<file path="src/rtl/alu_sched_pkg.sv">
// Shared definitions for the ALU operation scheduler: FSM states and the
// function codes that select the multi-cycle path.
package alu_sched_pkg;

    typedef enum logic [1:0] {
        ST_IDLE = 2'd0,
        ST_EXEC = 2'd1,
        ST_DONE = 2'd2
    } sched_state_t;

    localparam logic [1:0] FC_ARITH = 2'b00;
    localparam logic [3:0] FUNC_MUL = 4'b0100;
    localparam logic [3:0] FUNC_DIV = 4'b0101;

endpackage

</file>
<file path="src/rtl/alu_op_sched.sv">
// Issues one operation at a time to an external ALU, stretches MUL/DIV to
// MULDIV_LAT execute cycles and holds the captured result until consumed.
//   state | meaning
//   IDLE  | no operation in flight, ready for a request
//   EXEC  | operands on the ALU, cnt counting down to capture
//   DONE  | result held on res_*, waiting for res_ready
module alu_op_sched
    import alu_sched_pkg::*;
#(
    parameter int MULDIV_LAT = 4,
    parameter int TAG_W      = 3
) (
    input  logic             clk,
    input  logic             rst,
    input  logic             req_valid,
    output logic             req_ready,
    input  logic [1:0]       req_fc,
    input  logic [3:0]       req_func,
    input  logic [15:0]      req_a,
    input  logic [15:0]      req_b,
    input  logic [TAG_W-1:0] req_tag,
    output logic [1:0]       alu_in_fc,
    output logic [3:0]       alu_func_c,
    output logic [15:0]      alu_in1,
    output logic [15:0]      alu_in2,
    input  logic [15:0]      alu_op,
    input  logic [15:0]      alu_r0,
    input  logic             alu_flag,
    input  logic             alu_oflw,
    output logic             res_valid,
    input  logic             res_ready,
    output logic [15:0]      res_op,
    output logic [15:0]      res_r0,
    output logic             res_r0_we,
    output logic             res_flag,
    output logic             res_oflw,
    output logic             res_dz,
    output logic [TAG_W-1:0] res_tag,
    output logic             busy
);

    localparam logic [3:0] LAT_M1 = 4'(MULDIV_LAT - 1);

    sched_state_t r_state;
    sched_state_t w_next;

    logic [1:0]       r_fc;
    logic [3:0]       r_func;
    logic [15:0]      r_a;
    logic [15:0]      r_b;
    logic [TAG_W-1:0] r_tag;
    logic [3:0]       r_cnt;

    logic [15:0]      r_res_op;
    logic [15:0]      r_res_r0;
    logic             r_res_r0_we;
    logic             r_res_flag;
    logic             r_res_oflw;
    logic             r_res_dz;
    logic [TAG_W-1:0] r_res_tag;

    logic w_accept;
    logic w_req_muldiv;
    logic w_reg_muldiv;
    logic w_div_zero;
    logic w_capture;

    always_comb begin
        w_req_muldiv = (req_fc == FC_ARITH) &&
                       ((req_func == FUNC_MUL) || (req_func == FUNC_DIV));
        w_reg_muldiv = (r_fc == FC_ARITH) &&
                       ((r_func == FUNC_MUL) || (r_func == FUNC_DIV));
        // Divide by zero short-circuits the multi-cycle wait.
        w_div_zero   = (r_fc == FC_ARITH) && (r_func == FUNC_DIV) && (r_b == 16'h0000);
        w_capture    = (r_state == ST_EXEC) && ((r_cnt == 4'd0) || w_div_zero);

        w_next    = r_state;
        req_ready = 1'b0;
        case (r_state)
            ST_IDLE: begin
                req_ready = 1'b1;
                if (req_valid) w_next = ST_EXEC;
            end
            ST_EXEC: begin
                if (w_capture) w_next = ST_DONE;
            end
            ST_DONE: begin
                req_ready = res_ready;
                if (res_ready) w_next = req_valid ? ST_EXEC : ST_IDLE;
            end
            default: w_next = ST_IDLE;
        endcase
        w_accept = req_valid && req_ready;
    end

    always_ff @(posedge clk) begin
        if (rst) r_state <= ST_IDLE;
        else     r_state <= w_next;
    end

    always_ff @(posedge clk) begin
        if (rst) begin
            r_fc        <= '0;
            r_func      <= '0;
            r_a         <= '0;
            r_b         <= '0;
            r_tag       <= '0;
            r_cnt       <= '0;
            r_res_op    <= '0;
            r_res_r0    <= '0;
            r_res_r0_we <= 1'b0;
            r_res_flag  <= 1'b0;
            r_res_oflw  <= 1'b0;
            r_res_dz    <= 1'b0;
            r_res_tag   <= '0;
        end else begin
            if (w_accept) begin
                r_fc   <= req_fc;
                r_func <= req_func;
                r_a    <= req_a;
                r_b    <= req_b;
                r_tag  <= req_tag;
                r_cnt  <= w_req_muldiv ? LAT_M1 : 4'd0;
            end else if ((r_state == ST_EXEC) && !w_capture) begin
                r_cnt <= r_cnt - 4'd1;
            end

            if (w_capture) begin
                r_res_tag <= r_tag;
                if (w_div_zero) begin
                    r_res_op    <= 16'h0000;
                    r_res_r0    <= 16'h0000;
                    r_res_r0_we <= 1'b0;
                    r_res_flag  <= 1'b0;
                    r_res_oflw  <= 1'b0;
                    r_res_dz    <= 1'b1;
                end else begin
                    r_res_op    <= alu_op;
                    r_res_r0    <= alu_r0;
                    r_res_r0_we <= w_reg_muldiv;
                    r_res_flag  <= alu_flag;
                    r_res_oflw  <= alu_oflw;
                    r_res_dz    <= 1'b0;
                end
            end
        end
    end

    assign alu_in_fc  = r_fc;
    assign alu_func_c = r_func;
    assign alu_in1    = r_a;
    assign alu_in2    = r_b;

    assign res_valid  = (r_state == ST_DONE);
    assign res_op     = r_res_op;
    assign res_r0     = r_res_r0;
    assign res_r0_we  = r_res_r0_we;
    assign res_flag   = r_res_flag;
    assign res_oflw   = r_res_oflw;
    assign res_dz     = r_res_dz;
    assign res_tag    = r_res_tag;
    assign busy       = (r_state != ST_IDLE);

endmodule

</file>
<file path="config.mk">
export PLATFORM = sky130hd
export DESIGN_NAME = alu_op_sched
export DESIGN_NICKNAME = d
export VERILOG_FILES = /design/src/rtl/alu_sched_pkg.sv /design/src/rtl/alu_op_sched.sv
export SDC_FILE = /design/constraint.sdc
export NUM_CORES = 1
export LEC_CHECK = 0
export ABC_AREA = 1
export BUFFER_PORTS_ARGS = -buffer_cell sky130_fd_sc_hd__buf_2
export CORE_ASPECT_RATIO = 2
export CORE_MARGIN = 4
export CORE_UTILIZATION = 30
export DETAILED_ROUTE_END_ITERATION = 6
export PLACE_DENSITY_LB_ADDON = 0.25
export SETUP_SLACK_MARGIN = 0.2
export SLEW_MARGIN = 20
export SYNTH_ARGS = -nofsm -noshare
export SYNTH_HDL_FRONTEND = slang
export SYNTH_SLANG_ARGS = --single-unit
</file>
<file path="constraint.sdc">
create_clock -name clk -period 4.07 [get_ports clk]
set_input_delay 1.0175 -clock clk [delete_from_list [all_inputs] [get_ports clk]]
set_output_delay 1.0175 -clock clk [all_outputs]
set_load 0.05 [all_outputs]
</file>
==> results.rst <==
.. list-table::
   :header-rows: 1

   * - Metric
     - Value
   * - Outcome
     - finished, final reports clean
   * - Mux contribution to synthesized area
     - 0%
   * - Highest net fanout along the worst path
     - 2
   * - Violation count after the first detailed-route iteration
     - 83
   * - Clock-pin slew of the registers on the worst-case setup and hold paths
     - 0.06 ns
   * - Data arrival time at the worst-slack endpoint
     - 1.53 ns
   * - Number of violations of the max-capacitance limit
     - 0
   * - Largest area contributor in the netlist
     - sky130_fd_sc_hd__dfxtp_1
   * - Placeable core area
     - 11300 µm²
   * - Static power due to leakage
     - 2.35 nW
   * - Final worst slack
     - 1.53 ns
   * - Buffer and inverter count on the worst path
     - 3
   * - Area enclosed by the die boundary
     - 13400 µm²
   * - Number of iterations in the first detailed-routing pass
     - 4
   * - Warnings, synthesis
     - 0
   * - Detailed-route via count
     - 3489
   * - Kind of end point of the critical path
     - primary output
   * - Via density per instance
     - 4.40
   * - Xor and xnor area share after synthesis
     - 0%
   * - Class of the most critical hold timing path
     - flip-flop to flip-flop
   * - Count of inserted antenna diode cells
     - 0
   * - List of cells traversed by the critical path
     - buf_2 > inv_1 > a21oi_1 > buf_2
   * - DRC
     - 0
   * - Largest voltage drop on the vdd net
     - 0.223 mV
   * - Total of hold buffers inserted after clock tree synthesis
     - 0
   * - Slew of the pin with the lowest slew margin
     - 0.877 ns
   * - Final cell area excluding filler cells
     - 4570 µm²
   * - Critical Setup Path Class
     - input port to primary output
   * - Total clock sinks
     - 86
   * - Top cells by area, synth
     - sky130_fd_sc_hd__dfxtp_1 (50%), sky130_fd_sc_hd__nand2_1 (22%), sky130_fd_sc_hd__nor2_1 (11%), sky130_fd_sc_hd__a21oi_1 (6.4%), sky130_fd_sc_hd__buf_6 (1.9%)
   * - Sum of negative setup slack
     - 0 ns
   * - Layout Nets
     - 727
   * - Most numerous cell types in the synthesized netlist
     - sky130_fd_sc_hd__nand2_1 (199), sky130_fd_sc_hd__nor2_1 (100), sky130_fd_sc_hd__dfxtp_1 (86), sky130_fd_sc_hd__a21oi_1 (44), sky130_fd_sc_hd__clkbuf_1 (16)
   * - Clock buffers created by TritonCTS
     - 9
   * - Routability congestion estimate
     - 0.768
   * - Combinational family with the most area after synthesis
     - simple AND/OR/NAND/NOR gates
   * - Buffer cell driving the clock tree root
     - sky130_fd_sc_hd__clkbuf_16
   * - Final hold slack
     - 0.460 ns
   * - Maximum clock frequency
     - 393 MHz
   * - Count of pins over their slew limit
     - 0
   * - First-pass GRT wire length
     - 15.7 mm
   * - Maximum clock path buffer count
     - 2
   * - Post-place setup slack
     - 1.51 ns
   * - Simple-Gate Fraction of Synth Area
     - 34.7%
   * - Vias in the first global route
     - 3342
   * - Sequential share of the synthesized area
     - 49.7%
   * - Leading cell type by number of instances after synthesis
     - sky130_fd_sc_hd__nand2_1
   * - Initial cell density of the core
     - 30.7%
   * - Complex-gate fraction of the synthesized area
     - 7.83%
   * - Synthesis-to-layout area growth
     - 31.8%
   * - Most frequently used flop master after synthesis
     - sky130_fd_sc_hd__dfxtp_1
   * - Number of gates given a new drive strength after cts
     - 0
   * - Critical-path top delay cell
     - sky130_fd_sc_hd__buf_2
   * - Clock tree from TritonCTS
     - yes
   * - Adder and majority gate portion of the synthesized area
     - 0.722%
   * - Total power
     - 2.35 mW
   * - Proportion of layout cells with a drive suffix above 1
     - 28.3%
   * - Net count after synthesis
     - 582
   * - Routed Wire Length
     - 9.60 mm
   * - Synthesized cell area
     - 3470 µm²
   * - Fraction of synthesized cell area taken by the top area cell type
     - 49.7%
   * - Required time worst endpoint
     - 3.05 ns
   * - Placed inst area
     - 4300 µm²
   * - FFs w/ async S/R, synth
     - 0%
   * - Average detailed-routed wire length per instance
     - 12.1 µm
   * - Tot GR Track Use
     - 14.2%
   * - Setup repair after global routing missed its margin
     - false
   * - Final period utilization
     - 62.5%
   * - Clock period minus worst slack
     - 2.54 ns
   * - Pin count of the biggest net entering global routing
     - 75
   * - IO Port Bufs
     - 158
   * - Final count of hold timing violations
     - 0
   * - Slowest Stage Delay on Critical Path
     - 0.27 ns
   * - Cells after Synth
     - 501
   * - Rel. slew slack
     - 41.5%
   * - Most frequent cell on the critical path
     - sky130_fd_sc_hd__buf_2
   * - Total of endpoints with negative setup slack in the final report
     - 0
   * - Power density of the placed cells
     - 514 nW/µm²
   * - Die Width
     - 84 µm
   * - Post-synth EDFFs
     - 0
   * - Clk_lat worst skew
     - 0.33 ns
   * - Count of nets left with antenna violations after detail routing
     - 0
   * - GRT Residual Overflow
     - 0
   * - Post-detailed-placement half-perimeter wirelength
     - 7.17 mm
   * - DIE HEIGHT
     - 160 µm
   * - Initial antenna violation count
     - 0
   * - Post CTS Setup Buffer Count
     - 0
   * - Ports placed on the boundary
     - 159
   * - Crit start category
     - input port
   * - Htree depth
     - 3
   * - Post-synthesis register bit count
     - 86
   * - Top delay family on crit path
     - buffers and inverters
   * - Max Clock Skew
     - 0.00657 ns
   * - Mapped Avg Cell Area
     - 6.92 µm²
   * - Yosys cell types
     - 23
   * - Total number of placement rows
     - 55
[per-stage QoR]
stage                     utilization, %  cells
final                               40.5    793
after global routing                40.5    793
after CTS                           40.5    793
after detailed placement            38.1    777
after global placement              38.1    777
after floorplan                        -    501
[state kept, by name (all words and copies together), names as in the netlist]
register / cells
alu_func_c: 4
alu_in1: 16
alu_in2: 16
alu_in_fc: 2
r_cnt: 4
r_state: 2
r_tag: 3
res_dz: 1
res_flag: 1
res_oflw: 1
res_op: 16
res_r0: 16
res_r0_we: 1
res_tag: 3
[logic make-up (layout without fill, tap and decap cells)]
kind of cell	after synthesis	count (layout)
and+or+nand+nor	313	313
buffers and inverters	47	197
AOI/OAI and AO/OA	53	53
adders and majority gates	2	2
DFF	86	86
[worst min-delay path, stage by stage, from the launching register on]
cell,delay (ns)
sky130_fd_sc_hd__dfxtp_1,0.31
sky130_fd_sc_hd__nand2_1,0.06
sky130_fd_sc_hd__a21oi_1,0.05
[layout make-up]
| type | count | area, µm² |
|---|---|---|
| multi-input combinational | 368 | 1510 |
| clock inverter | 6 | 38.8 |
| clock buffer | 10 | 229 |
| sequential | 86 | 1720 |
| timing repair buffer | 163 | 828 |
| fill | 1246 | 6720 |
| tap | 142 | 178 |
| inverter | 18 | 68.8 |
[power breakdown]
| part | internal, mW | leakage, nW | switching, mW |
|---|---|---|---|
| Sequential | 0.924 | 0.705 | 0.0422 |
| Clock | 0.411 | 0.128 | 0.325 |
| Combinational | 0.167 | 1.52 | 0.477 |
[layer usage]
metal | global-route usage [%] | routed length [µm]
met5 | 0 | 0
met4 | 5.71 | 156
met3 | 4.34 | 776
met2 | 24.9 | 4810
met1 | 15.9 | 3850
[layout by cell type (no fill, tap or decap), drive strengths merged]
cell type	count
dfxtp	86
nand2	200
nor3	2
buf	163
o22ai	1
nand4	3
clkinvlp	2
clkinv	6
o21bai	2
clkbuf	10
ha	2
nand3	7
nor2	101
inv	16
o21ai	6
a21oi	44
[path summary, 6_finish.rpt]
check / end / slack, ns / start / depth (start not counted)
min: res_dz / 0.46 / res_dz / 2
max reg2reg: r_state[1] / 1.57 / alu_func_c[3] / 10
min reg2reg: res_dz / 0.46 / res_dz / 2
max: req_ready / 1.53 / res_ready / 4
Note: power is estimated with default switching activity, not from simulation.
